[src/rtl/fifo_wr_arbiter.sv]
// Round-robin arbiter sharing one async_fifo write port among NUM_REQ producers.
// Optional burst grants are enabled by defining FIFO_ARB_BURST_EN.
module fifo_wr_arbiter #(
    parameter int unsigned NUM_REQ    = 4,
    parameter int unsigned ID_WIDTH   = 2,
    parameter int unsigned DATA_WIDTH = 32,
    parameter int unsigned MAX_BURST  = 8,
    parameter int unsigned CNT_WIDTH  = 4
) (
    input  logic                          clk,
    input  logic                          rst,
    input  logic [NUM_REQ-1:0]            req_valid,
    input  logic [NUM_REQ*DATA_WIDTH-1:0] req_data,
    input  logic [NUM_REQ-1:0]            req_last,
    output logic [NUM_REQ-1:0]            req_ready,
    input  logic                          fifo_full,
    output logic                          fifo_wr_en,
    output logic [DATA_WIDTH-1:0]         fifo_wr_data,
    output logic [ID_WIDTH-1:0]           grant_id,
    output logic                          busy
);

    typedef enum logic {
        IDLE  = 1'b0,
        GRANT = 1'b1
    } state_e;

    state_e              state_q, state_d;
    logic [ID_WIDTH-1:0] last_grant_q, last_grant_d;
    logic [ID_WIDTH-1:0] grant_id_q, grant_id_d;
    logic [ID_WIDTH-1:0] scan_idx;
    logic [ID_WIDTH-1:0] pick_c;
    logic                pick_vld_c;
    logic                release_c;

    // First valid requester after the previous grantee, wrapping modulo NUM_REQ
    always_comb begin
        pick_c     = '0;
        pick_vld_c = 1'b0;
        scan_idx   = '0;
        for (int unsigned k = 1; k <= NUM_REQ; k++) begin
            scan_idx = ID_WIDTH'((32'(last_grant_q) + k) % NUM_REQ);
            if (!pick_vld_c && req_valid[scan_idx]) begin
                pick_c     = scan_idx;
                pick_vld_c = 1'b1;
            end
        end
    end

    // Zero-latency write path; rst blocks any handshake in the same cycle
    always_comb begin
        req_ready    = '0;
        fifo_wr_en   = 1'b0;
        fifo_wr_data = req_data[grant_id_q*DATA_WIDTH +: DATA_WIDTH];
        if (state_q == GRANT && !rst) begin
            req_ready[grant_id_q] = ~fifo_full;
            fifo_wr_en            = req_valid[grant_id_q] & ~fifo_full;
        end
    end

`ifdef FIFO_ARB_BURST_EN
    logic [CNT_WIDTH-1:0] beat_cnt_q, beat_cnt_d;

    assign release_c = fifo_wr_en &&
                       (req_last[grant_id_q] || beat_cnt_q == CNT_WIDTH'(MAX_BURST - 1));
`else
    logic unused_last;

    assign release_c   = fifo_wr_en;
    assign unused_last = ^req_last;
`endif

    always_comb begin
        state_d      = state_q;
        last_grant_d = last_grant_q;
        grant_id_d   = grant_id_q;
`ifdef FIFO_ARB_BURST_EN
        beat_cnt_d   = beat_cnt_q;
`endif
        case (state_q)
            IDLE: begin
                if (pick_vld_c) begin
                    state_d    = GRANT;
                    grant_id_d = pick_c;
`ifdef FIFO_ARB_BURST_EN
                    beat_cnt_d = '0;
`endif
                end
            end
            GRANT: begin
`ifdef FIFO_ARB_BURST_EN
                if (fifo_wr_en) begin
                    beat_cnt_d = beat_cnt_q + CNT_WIDTH'(1);
                end
`endif
                if (release_c) begin
                    state_d      = IDLE;
                    last_grant_d = grant_id_q;
                end
            end
            default: state_d = IDLE;
        endcase
    end

    always_ff @(posedge clk) begin
        if (rst) begin
            state_q      <= IDLE;
            last_grant_q <= ID_WIDTH'(NUM_REQ - 1);
            grant_id_q   <= '0;
`ifdef FIFO_ARB_BURST_EN
            beat_cnt_q   <= '0;
`endif
        end else begin
            state_q      <= state_d;
            last_grant_q <= last_grant_d;
            grant_id_q   <= grant_id_d;
`ifdef FIFO_ARB_BURST_EN
            beat_cnt_q   <= beat_cnt_d;
`endif
        end
    end

    assign busy     = (state_q == GRANT);
    assign grant_id = grant_id_q;

endmodule

[config.mk]
export PLATFORM = sky130hd
export DESIGN_NAME = fifo_wr_arbiter
export DESIGN_NICKNAME = d
export VERILOG_FILES = /design/src/rtl/fifo_wr_arbiter.sv
export SDC_FILE = /design/constraint.sdc
export NUM_CORES = 1
export LEC_CHECK = 0
export BUFFER_PORTS_ARGS = -buffer_cell sky130_fd_sc_hd__buf_2
export CORE_ASPECT_RATIO = 2
export CORE_MARGIN = 5
export CORE_UTILIZATION = 25
export DETAILED_ROUTE_END_ITERATION = 8
export GPL_TIMING_DRIVEN = 1
export PLACE_DENSITY = 0.85
export SETUP_SLACK_MARGIN = 0.1
export SLEW_MARGIN = 20
export SYNTH_ARGS = -nofsm -noshare
export SYNTH_HDL_FRONTEND = slang
export SYNTH_SLANG_ARGS = --single-unit
[constraint.sdc]
create_clock -name clk -period 1.45 [get_ports clk]
set_input_delay 0.29 -clock clk [delete_from_list [all_inputs] [get_ports clk]]
set_output_delay 0.29 -clock clk [all_outputs]
set_load 0.01 [all_outputs]
Word level (Yosys, flattened, before mapping)
Index checks and enable logic that the tools add are counted.
- ROM bits: 0
- memories kept: 0
- latch bits: 0
- register bits after elaboration: 5
- input port bits: 139
- RAM bits: 0
- reduce and logical (&&, ||, !) cells: 11
- mux-type cells: 25
- eq/ne operators: 0
- add/sub/neg operators: 4
- multipliers: 0
- $lt $le $gt $ge: 6
- bitwise gates (word level): 4
- divide/modulo/power cells: 0
- shift operators: 1
- operators with widths (kind ; number):
    $shiftx A128 B8 Y32 ; 1
    $lt A2 B3 Y1 const B ; 5
    $mux W1 ; 13
    $bmux W1 S2 ; 5
    $mux W2 ; 4
    $logic_and A1 B1 Y1 ; 5
    $add A2 B1 Y2 const B ; 2
    $add A2 B2 Y2 const B ; 2
    $and A4 B4 Y4 ; 1
    $logic_not A1 Y1 ; 4
    $mux W4 ; 1
    $reduce_and A2 Y1 ; 2
    $demux W1 S2 ; 1
    $ge A2 B1 Y1 const B ; 1
    $not A1 Y1 ; 2
    $pmux W1 S2 ; 1
    $and A1 B1 Y1 ; 1

Depth between registers and ports, before layout
Gate-level depths: netlist (run 1).
- word-level depth: 15
- gate-level depth with buffers: 5

Worst setup path before layout (run 1)
OpenSTA, ideal clock, no wires.
- path type: register -> output
- from: reg grant_id_q[0] (netlist: grant_id[0])
- to: out fifo_wr_data[10]
- arrival time: 1.320 ns
- stages on the path, launching flop included: 4
- required time: 1.160 ns
- setup slack: -0.160 ns
- path through: dfxtp_1 buf_6 buf_6 mux4_2
- longest elaborated chain between the ends: 1
- ends and longest elaborated chain (element ; line ; source):
    from (decl) ; 30 ; logic [ID_WIDTH-1:0] grant_id_q, grant_id_d;
    from (signal assigned) ; 116 ; grant_id_q <= grant_id_d;
    $shiftx A128 B8 Y32 ; 54 ; fifo_wr_data = req_data[grant_id_q*DATA_WIDTH +: DATA_WIDTH];
    to (decl) ; 18 ; output logic [DATA_WIDTH-1:0] fifo_wr_data,
Every way passes these cells.

Final worst setup path (run 1)
- from: reg grant_id_q[0] (netlist: grant_id[0])
- to: out fifo_wr_data[0]
The elaborated chain is that of the path after synthesis.

==> results by stage, run 1 <==
Yosys:
- The sequential element share of the synthesized area is around 8.6%.
- Synthesis produced a netlist with a net count of around 230.
- After synthesis, the share of flip-flops with an asynchronous set or reset is 0%.
- The gate count of the mapped netlist is 87.
- The synthesized design contains 0 enable-type register cells.
- The number of register bits inferred by synthesis is 5.
- The Yosys warning count is 0.
- The synthesized area per cell is around 13 µm².
- The share of synthesized area in the top cell type comes to between 60% and 70%.
- The commonest register cell after synthesis is sky130_fd_sc_hd__dfxtp_1.
- Of all cell types, the one taking the most synthesized area is sky130_fd_sc_hd__mux4_2.
- Counting instances in the post-synthesis netlist gives the leading cell types as sky130_fd_sc_hd__mux4_2 (33), sky130_fd_sc_hd__nor2_1 (8), sky130_fd_sc_hd__dfxtp_1 (5), sky130_fd_sc_hd__buf_2 (4).
- The most common cell in the synthesized netlist is sky130_fd_sc_hd__mux4_2.
- The number of distinct library cells after synthesis is 29.
- Sorting the synthesized cells by area gives the leading types as sky130_fd_sc_hd__mux4_2 (64%), sky130_fd_sc_hd__dfxtp_1 (8.6%), sky130_fd_sc_hd__buf_6 (2.9%).
- The post-synthesis instance area is 0.00117 mm².

Routing:
- The detail-routed via count per cell is between 5 and 6.
- The count of vias placed by the detailed router is about 1,600.
- The residual antenna-violating net count after detailed routing is 0.
- Dividing the detail-routed wire length by the instance count gives between 15 and 20 µm.
- The first-iteration detailed-routing DRC count is 66.
- The final routed DRC violation total is 0.
- Before antenna repair, the detailed router went through 6 iterations.
- Wires add up to about 5800 µm.

Setup path:
- The length in cells of the worst reg-to-reg path is 5.
- The worst flop-to-flop path endpoint is last_grant_q[0].
- The worst setup path is captured at an output port.
- The slowest stage of the critical path is the sky130_fd_sc_hd__mux4_2 cell.
- In this run the worst path has a maximum fanout of 11.
- The critical path contains buffers and inverters numbering 2 combined.
- The family with the most delay on the worst path is multiplexers.
- STA classifies the critical path startpoint as a flop.
- The flop-to-flop setup slack is -0.06 ns.
- In this run the critical register-to-register path is launched from grant_id[1].
- The longest individual stage delay on the worst path is approximately 0.54 ns.
- The endpoint arrival time on the critical path is 1.46 ns.
- The type of the setup path with the least slack is reg -> out.
- The signal on the critical path passes through buf_12 > mux4_2 > buf_6.
- STA puts the critical path data required time at between 1 and 1.5 ns.

CTS:
- The number of sinks driven by the clock tree is 5.
- In this run the deepest clock path goes through 2 buffers.
- The post-cts hold buffer count is 0.
- The number of buffers added by the clock tree synthesis step is 3.
- The CTS clock-pin slew for the worst setup and hold paths is around 0.030 ns.
- TritonCTS built the clock tree.
- The CTS H-tree depth is 1.
- The clock latency at the later pin of the worst-skew pair is between 0.2 and 0.25 ns.
- In this run the clock root is driven by a sky130_fd_sc_hd__clkbuf_8.

Placement:
- The wire-length estimate of the detail-placed layout is ~5300 µm.
- During placement, the flow inserted port buffers numbering between 150 and 200.
- The final estimated routing congestion in global placement is between 0.8 and 0.9.

Min path:
- For hold timing, the worst endpoint is busy.
- The start point of the worst hold path is rst.
- The worst hold path was traced through 2 stages.
- The worst hold path class is in -> reg.

Global routing:
- Entering global routing, the biggest net connects 21 pins.
- After global routing the overflow that remains totals 0.
- The first global-routing pass estimated 8500 µm of wire.
- The all-layer global routing usage is between 10% and 20%.
- The number of global-route vias before repair is around 1,800.
- The number of antenna violations at the first check in global routing is 0.

STA:
- The final setup slack of the worst path is -0.298 ns.
- The number of endpoints with negative hold slack in the final report is 0.
- The setup violation total in the final timing report is 38.
- The clock arrives with a little under 0.0005 ns of skew.
- The final number of max-transition violations was 0.
- Setup repair after global routing could not meet its margin everywhere.
- At the pin with the least slew margin, the transition time is 0.350 ns.
- The worst pin sits at a relative slew slack of between 70 and 80%.
- The period utilization is 121%.
- After layout, the minimum clock period comes to between 1.5 and 2 ns.
- The fmax is between 500 and 600 MHz.

Die:
- The placeable core region is around 0.0046 mm².
- The initial utilization of the core area, before any placement, comes to 25.4%.
- The width of the die is 58.4 µm.
- The overall die height is 107 µm.
- The die covers between 0.006 and 0.007 mm².
- The floorplan has 35 rows.
- The total I/O pin count is 179.

Status:
- The final reports fail on negative setup slack.
- The run finished, with violations left.

Finish:
- The count of nets after finishing is 411.
- The layout cell share with drive strength beyond 1 is between 80 and 90%.
- The number of filler cells placed in the layout is around 460.
- Measured on the finished design, the core utilization comes to 51.2%.
- The synthesis-to-layout area growth is 101%.
- The number of antenna repair diodes is 0.

Power and ir drop:
- The power density over the cells is 601 mW/mm².
- The worst supply voltage drop on vdd is 436 µV.
- Summing internal, switching and leakage power gives around 1.4 mW.
- For this design the static power due to leakage is ~1.2 nW.

Run:
- Max-cap violations in this run came to 0.
[through the flow]
step,setup TNS (ns),cell area (µm²),hold slack (ns),std cells,worst slack [ns]
detailed placement,-1.46,2210,0.609,320,-0.0787
global placement,-1.31,2210,0.587,320,-0.0692
floorplan,-0.533,1220,0.505,87,-0.0235
CTS,-9.87,2310,0.445,325,-0.319
finish,-9.31,2350,0.452,326,-0.298
global route,-11.71,2350,0.479,326,-0.358
[cells by family after synthesis]
group,after synthesis,synth area share [%]
AO/OA/AOI/OAI,8,4.71
multiplexers,35,65.2
flip-flops,5,8.56
AND/OR/NAND/NOR,28,15.3
buffers and inverters,11,6.20
[layout by cell type (no fill, tap or decap), types with 2 or more instances in the layout]
cell / synthesis / final
sky130_fd_sc_hd__nor2_1: 8 / 6
sky130_fd_sc_hd__buf_4: 1 / 13
sky130_fd_sc_hd__nor3_2: 3 / 3
sky130_fd_sc_hd__a21oi_1: 3 / 3
sky130_fd_sc_hd__buf_12: 0 / 3
sky130_fd_sc_hd__mux2i_1: 2 / 2
sky130_fd_sc_hd__dfxtp_2: 0 / 2
sky130_fd_sc_hd__buf_2: 4 / 165
sky130_fd_sc_hd__nor4_2: 1 / 2
sky130_fd_sc_hd__clkbuf_8: 0 / 3
sky130_fd_sc_hd__dfxtp_1: 5 / 2
sky130_fd_sc_hd__mux4_2: 33 / 33
sky130_fd_sc_hd__nand2b_1: 2 / 2
sky130_fd_sc_hd__buf_6: 3 / 9
sky130_fd_sc_hd__nand2_1: 3 / 3
[layer usage]
metal	part of all wire, %	vias up	wire length [µm]	global-route usage [%]
met3	12	10	707	5.66
met4	1.7	0	96	5.14
met1	30	786	1710	17.4
li1	-	748	-	-
met2	57	105	3280	33.0
met5	0	-	0	0
[worst register-to-register path, cell delays in order, from the launching register on]
cell and delay, ns:
sky130_fd_sc_hd__dfxtp_2 0.36, sky130_fd_sc_hd__mux4_2 0.53, sky130_fd_sc_hd__buf_4 0.15, sky130_fd_sc_hd__nor2b_4 0.14, sky130_fd_sc_hd__nor3_2 0.15, sky130_fd_sc_hd__a21oi_1 0.06
[state kept, by name (all words and copies together), names as in the netlist]
signal and cells:
grant_id 2, last_grant_q 2, busy 1
[how the worst max path moves through the flow]
stage	startpoint	end	slack, ns	depth (start not counted)
after global routing	grant_id[0]	fifo_wr_data[15]	-0.36	3
final	grant_id[0]	fifo_wr_data[0]	-0.30	3
after CTS	grant_id[0]	fifo_wr_data[12]	-0.32	3
after global placement	grant_id[0]	fifo_wr_data[14]	-0.07	3
after detailed placement	grant_id[0]	fifo_wr_data[6]	-0.08	3
after floorplan	grant_id[0]	fifo_wr_data[10]	-0.02	3
[final cells by class]
type                       instances  area [µm²]  area share, %
clock buffer                       4        45.0           1.91
inverter                           1        3.75          0.159
multi-input combinational         71        1050           44.4
sequential                         5         106           4.52
tap                               55        68.8           2.92
timing repair buffer             190        1080           46.1
[report_power, final]
group,switching [mW],internal (mW)
Sequential,0.0225,0.153
Clock,0.0735,0.189
Combinational,0.389,0.587
Total,0.485,0.929
[timing repair]
action	4_1_cts	5_1_grt
setup endpoints to repair	38	41
gates cloned	0	0
resized for setup	9	6
pin swaps	3	1
setup buffers	1	1
No activity file was read; power rests on OpenSTA's default activity.
==> run 2: changes to the inputs <==
--- a/config.mk
+++ b/config.mk
@@ -12,7 +12,7 @@
 export DETAILED_ROUTE_END_ITERATION = 8
 export GPL_TIMING_DRIVEN = 1
 export PLACE_DENSITY = 0.85
-export SETUP_SLACK_MARGIN = 0.1
+export SETUP_SLACK_MARGIN = 0.15
 export SLEW_MARGIN = 20
 export SYNTH_ARGS = -nofsm -noshare
 export SYNTH_HDL_FRONTEND = slang
==> results by stage, run 2 (synthesized netlist as in run 1, its figures left out) <==
Routing:
- The first-pass detailed-route iteration total is 4 (-2).
- The residual antenna-violating net count after detailed routing is 0 (unchanged).
- The total wire length was 5740 µm (-1.0%).
- The count of vias placed by the detailed router is 1,632 (-1.0%).
- The first-iteration detailed-routing DRC count was 74 (+12%).
- The routed length per instance was 17.7 µm (-0.73%).
- The final routed DRC violation total is 0 (unchanged).
- The detail-routed via count per cell was 5.02 (-0.73%).

Setup path:
- The setup path with the least slack is of type reg -> out.
- The required time of the critical path is 1.16 ns (about the same).
- The maximum net fanout on the critical path is 11 (unchanged).
- The endpoint class of the critical path is an output port.
- The endpoint arrival time on the critical path came to 1.49 ns (+0.03 ns).
- The startpoint type of the worst setup path is a flop.

STA:
- The actual slew at the worst max-slew pin is 0.288 ns (-0.0615 ns).
- The worst hold slack after final layout is 0.439 ns (-0.0131 ns).
- Setup repair after global routing could not meet its margin everywhere.
- The worst slew margin relative to its limit came to 80.6% (+4.1 points).
- The number of endpoints with negative hold slack in the final report came to 0 (unchanged).
- The final number of max-transition violations is 0 (unchanged).
- The fmax was 563 MHz (-1.6%).
- The shortest clock period the worst path allows after layout was 1.78 ns (+0.0279 ns).
- The setup violation total in the final timing report was 37 (-2.6%).
- The period utilization is 122% (+1.9 points).
- The final setup slack of the worst path is -0.326 ns (-0.0279 ns).
- The clock skew after layout is 0.00104 ns (+0.000542 ns).

Status:
- The final reports fail on negative setup slack.
- The flow ran to the end, but the final reports show violations.

Die:
- The effective utilization at floorplan came to 25.4% (unchanged).
- The width of the die is 58.4 µm (unchanged).
- The total I/O pin count is 179 (unchanged).
- The overall die height is 107 µm (unchanged).
- The floorplan die area is 0.00623 mm² (unchanged).
- The placeable core region is 0.00460 mm² (unchanged).
- The number of placement rows is 35 (unchanged).

Placement:
- The number of port buffers is 174 (unchanged).
- The cell total after placement is 317 (-0.94%).
- The total half-perimeter wirelength after legalization and detailed placement came to 5120 µm (-3.2%).
- The final estimated routing congestion in global placement is 0.787 (-3.6%).

Finish:
- The end-of-flow core utilization is 51.7% (+0.49 points).
- The layout cell share with drive strength beyond 1 was 89.6% (+0.33 points).
- The number of antenna repair diodes was 0 (unchanged).
- The synthesis-to-layout area growth is 103%.
- The count of nets after finishing is 410 (-0.24%).
- In the layout the commonest cells are sky130_fd_sc_hd__buf_2 (161), sky130_fd_sc_hd__mux4_2 (33), sky130_fd_sc_hd__buf_6 (13).
- The count of placed standard cells in the final layout, fillers left out came to 325 (-0.31%).
- The most common cell after layout, fill and taps aside is sky130_fd_sc_hd__buf_2.

CTS:
- The number of buffers added by the clock tree synthesis step is 3 (unchanged).
- The clock root buffer master is sky130_fd_sc_hd__clkbuf_8.
- The CTS clock-pin slew for the worst setup and hold paths came to 0.04 ns (about the same).
- The clock latency at the later pin of the worst-skew pair is 0.22 ns (about the same).
- The number of sinks driven by the clock tree is 5 (unchanged).
- The post-cts hold buffer count is 0 (unchanged).
- The deepest clock path buffer count is 2 (unchanged).
- The TritonCTS clock tree is yes.
- The CTS H-tree depth came to 1 (unchanged).

Power and ir drop:
- The internal portion of total power came to 944 µW (+1.7%).
- The total power was 1.43 mW (+1.1%).
- The power density over the cells is 602 mW/mm² (+0.18%).
- The share of power burned in registers is 12.3% (about the same).
- The worst supply voltage drop on vdd came to 488 µV (+12%).
- The switching power of the nets is 486 µW (about the same).
- The net switching fraction of the power is 34.0% (-0.36 points).
- The leakage component of the power is 1.17 nW (+0.41%).
- The share of power burned in the clock network is 18.3% (-0.3 points).
- The combinational share of power was 69.4% (+0.4 points).

Global routing:
- The pin count of the biggest net entering global routing came to 40 (+90%).
- The number of antenna violations at the first check in global routing is 1 (+1).
- The first-pass GRT wire length is 8120 µm (-4.5%).
- The global routing met1 resource utilization is 16.4% (-1.0 points).
- The fraction of met2 tracks used by global routing is 33.2% (+0.24 points).
- The most crowded layer after global routing is met2.
- The all-layer global routing usage is 16.8% (-0.75 points).
- The number of global-route vias before repair is 1,695 (-3.8%).
- The total congestion overflow is 0 (unchanged).
- The routing usage on met3 is 5.18% (-0.48 points).

Min path:
- The worst hold path class is in -> reg.

Run:
- The number of max-cap violations is 0 (unchanged).
==> run 2: through the flow <==
step           instance area, µm²  worst slack [ns]  setup TNS (ns)
2_1_floorplan                1230           -0.0235          -0.533
3_3_place_gp                 2210           -0.0981           -2.04
3_5_place_dp                 2210            -0.102           -2.20
4_1_cts                      2330            -0.333          -10.25
5_1_grt                      2380            -0.374          -11.62
6_report                     2380            -0.326           -9.75
==> run 2: worst paths after layout <==
kind / from / to / slack, ns / cells past startpoint
setup / recovery: grant_id[0] / fifo_wr_data[10] / -0.33 / 3
hold / removal: rst / grant_id[1] / 0.44 / 2
setup reg to reg: grant_id[1] / last_grant_q[1] / 0.12 / 4
hold reg to reg: last_grant_q[1] / grant_id[1] / 0.56 / 2
==> run 2: timing repair <==
item / in CTS / in global routing
pin swaps: 1 / 1
buffers inserted: 4 / 0
resized for setup: 8 / 8
setup endpoints to repair: 39 / 41
endpoints found under the hold margin: 0 / 0
==> run 2: power groups by stage <==
| stage | Sequential, mW | Clock (mW) | Combinational (mW) |
|---|---|---|---|
| after floorplan | 0.171 | 0 | 0.517 |
| after global placement | 0.181 | 0 | 0.887 |
| after detailed placement | 0.180 | 0 | 0.913 |
| after CTS | 0.176 | 0.264 | 0.968 |
| after global routing | 0.179 | 0.275 | 1.06 |
| final | 0.176 | 0.261 | 0.993 |
==> run 2: routing by layer <==
layer,vias up,share of wire [%]
met2,109,57
met1,767,30
li1,748,-
met4,2,0.78
met5,-,0.12
met3,6,13
==> run 2: final cells by class <==
cell class	count	area [µm²]
fillers	438	2220
inverters	1	3.75
repair buffers	189	1110
clock buffers	4	45.0
flip-flops and latches	5	110
multi-input cells	71	1030
well taps	55	68.8
==> run 2: critical path, cell delays in order (launching register included) <==
cell and delay [ns]:
sky130_fd_sc_hd__dfxtp_4 0.41, sky130_fd_sc_hd__buf_12 0.16, sky130_fd_sc_hd__mux4_2 0.54, sky130_fd_sc_hd__buf_6 0.15
==> run 3: changes to the inputs <==
--- a/config.mk
+++ b/config.mk
@@ -5,13 +5,13 @@
 export SDC_FILE = /design/constraint.sdc
 export NUM_CORES = 1
 export LEC_CHECK = 0
-export BUFFER_PORTS_ARGS = -buffer_cell sky130_fd_sc_hd__buf_2
+export BUFFER_PORTS_ARGS = -buffer_cell sky130_fd_sc_hd__buf_4
 export CORE_ASPECT_RATIO = 2
 export CORE_MARGIN = 5
-export CORE_UTILIZATION = 25
+export CORE_UTILIZATION = 30
 export DETAILED_ROUTE_END_ITERATION = 8
 export GPL_TIMING_DRIVEN = 1
-export PLACE_DENSITY = 0.85
+export PLACE_DENSITY = 0.94
 export SETUP_SLACK_MARGIN = 0.15
 export SLEW_MARGIN = 20
 export SYNTH_ARGS = -nofsm -noshare
==> constraint.sdc (replaced) <==
create_clock -name clk -period 1.9 [get_ports clk]
set_input_delay 0.38 -clock clk [delete_from_list [all_inputs] [get_ports clk]]
set_output_delay 0.38 -clock clk [all_outputs]
set_load 0.01 [all_outputs]
==> results by stage, run 3 (synthesized netlist as in run 1, its figures left out) <==
Finish:
- Leaving out fill and tap cells, the most frequent cells in the layout are sky130_fd_sc_hd__buf_4 (151), sky130_fd_sc_hd__mux4_2 (33), sky130_fd_sc_hd__buf_6 (31).
- The area growth from synthesis to layout is 147%.
- The area of combinational cells with multiple inputs is 0.00101 mm² (-2.1%).
- The layout cell share with drive strength beyond 1 is 88.2% (-1.4 points).
- The count of placed standard cells in the final layout, fillers left out is 322 (-0.92%).
- The number of filler cells placed in the layout is 247 (-44%).
- The library cell used most frequently in the layout, excluding fill and tap cells, is sky130_fd_sc_hd__buf_4.
- The number of antenna repair diodes came to 0 (unchanged).
- The count of nets after finishing is 411 (+0.24%).
- The area of all sequential standard cells is 106 µm² (-3.4%).

STA:
- The total negative slack is -0.0143 ns (+9.74 ns).
- The number of endpoints with negative hold slack in the final report is 0 (unchanged).
- The fmax is ~520 MHz.
- The clock skew after layout is 0.00364 ns (+0.00260 ns).
- The final setup slack of the worst path is -0.00520 ns (+0.321 ns).
- The actual slew at the worst max-slew pin is 0.408 ns (+0.120 ns).
- The shortest clock period the worst path allows after layout is approximately 1.9 ns.
- Dividing the final minimum period by the clock period gives 100%.
- Setup repair after global routing could not meet its margin everywhere.
- The worst slew margin relative to its limit is 72.5% (-8.1 points).
- The setup violation total in the final timing report is 4 (-89%).
- The final number of max-transition violations is 0 (unchanged).

Die:
- The placeable core region is 0.00380 mm² (-17%).
- The floorplan die area was 0.00532 mm² (-15%).
- The number of placement rows is 32 (-8.6%).
- The width of the die was 54.2 µm (-7.2%).
- The overall die height is 98.3 µm (-7.9%).
- The effective utilization at floorplan is 30.8% (+5.3 points).
- The total I/O pin count was 179 (unchanged).

Routing:
- The residual antenna-violating net count after detailed routing is 0 (unchanged).
- The first-iteration detailed-routing DRC count is 46 (-38%).
- The count of vias placed by the detailed router is 1,717 (+5.2%).
- The detail-routed via count per cell is 5.33 (+6.2%).
- The first-pass detailed-route iteration total came to 4 (unchanged).
- The routed length per instance is 22.6 µm (+28%).
- The total wire length is 7270 µm (+27%).
- The final routed DRC violation total came to 0 (unchanged).

Power and ir drop:
- The leakage component of the power is 1.35 nW (+15%).
- The worst supply voltage drop on vdd was 516 µV (+5.8%).
- The power density over the cells is 454 mW/mm² (-24%).
- The total power is 1.31 mW (-8.3%).

Setup path:
- The critical path is of the reg -> out type.
- The cell with the largest stage delay on the worst path is sky130_fd_sc_hd__mux4_2.
- The length in cells of the worst reg-to-reg path was 8 (+4).
- The required time of the critical path is 1.52 ns (+0.36 ns).
- The worst setup path is launched from a flop.
- Walking the worst path, the cells encountered are buf_12 > clkbuf_16 > mux4_2 > buf_6.
- The longest individual stage delay on the worst path was 0.51 ns (-0.03 ns).
- In this design, the largest share of critical-path delay is due to multiplexers.
- The buffering stage count on the worst path with inverters included is 3 (+1).
- The maximum net fanout on the critical path was 5 (-6).
- The worst setup path is captured at an output port.
- The logic depth of the worst setup path including buffers is 4 (+1).
- The endpoint arrival time on the critical path is 1.53 ns (+0.04 ns).

CTS:
- The deepest clock path buffer count is 2 (unchanged).
- The number of buffers added by the clock tree synthesis step is 3 (unchanged).
- The cell sitting at the root of the clock tree is a sky130_fd_sc_hd__clkbuf_8.
- TritonCTS built the clock tree.
- The CTS clock-pin slew for the worst setup and hold paths is 0.04 ns (about the same).
- The clock latency at the later pin of the worst-skew pair is 0.23 ns (about the same).
- The post-cts hold buffer count is 0 (unchanged).
- The CTS H-tree depth is 1 (unchanged).
- The number of sinks driven by the clock tree is 5 (unchanged).

Placement:
- The total half-perimeter wirelength after legalization and detailed placement is 5960 µm (+16%).
- The final estimated routing congestion in global placement is 0.839 (+6.6%).
- The cell total after placement is 308 (-2.8%).
- The number of port buffers came to 174 (unchanged).

Min path:
- The cell count of the worst hold path is 2 (unchanged).
- The worst hold path class is in -> reg.

Global routing:
- The number of antenna violations at the first check in global routing is 0 (-1).
- The pin count of the biggest net entering global routing is 34 (-15%).
- The first-pass GRT wire length is 9780 µm (+20%).
- The total congestion overflow came to 0 (unchanged).
- The all-layer global routing usage came to 25.8% (+9.1 points).
- The number of global-route vias before repair is 1,905 (+12%).

Run:
- The number of max-cap violations is 0 (unchanged).

Status:
- The run finished, with violations left.
- The checks that failed: negative setup slack.
[run 3: timing repair]
item / CTS / global route
resized for setup: 35 / 9
buffers inserted: 6 / 1
hold endpoints to repair: 0 / 0
setup endpoints to repair: 36 / 36
pin swaps: 0 / 1
cloned: 2 / 1
[run 3: path summary, 6_finish.rpt]
kind / from / slack, ns / to
setup / recovery: grant_id[0] / -0.005 / fifo_wr_data[9]
hold / removal: rst / 0.43 / grant_id[1]
setup reg to reg: grant_id[0] / 0.30 / last_grant_q[1]
hold reg to reg: busy / 0.55 / busy
[run 3: final cells by class]
class                   count  area share, %
clock buffers               4           1.56
inverters                   1          0.130
multi-input cells          71           35.1
flip-flops and latches      5           3.69
well taps                  51           2.21
repair buffers            190           57.3
[run 3: per-stage QoR]
step / util (%) / cell area (µm²) / setup WS [ns] / hold WS [ns]
after floorplan: - / 1170 / 0.200 / 0.577
after global placement: 66.5 / 2530 / 0.176 / 0.569
after detailed placement: 66.5 / 2530 / 0.161 / 0.584
after CTS: 74.0 / 2820 / -0.00107 / 0.407
after global routing: 75.9 / 2890 / -0.0436 / 0.441
final: 75.9 / 2890 / -0.00520 / 0.433
[run 3: metal layers]
metal | GRT usage (%) | wire [µm] | up-vias
met5 | 0 | 0 | -
met4 | 11.3 | 307 | 0
met1 | 21.2 | 1950 | 810
li1 | - | - | 749
met3 | 15.1 | 1250 | 23
met2 | 45.8 | 3770 | 135
[run 3: power breakdown]
part	total [mW]	leakage (nW)	switching (mW)	internal [mW]
sequential	0.133	0.0424	0.0166	0.116
combinational	0.973	1.29	0.330	0.643
clock	0.204	0.0228	0.0596	0.145
total	1.31	1.35	0.407	0.904
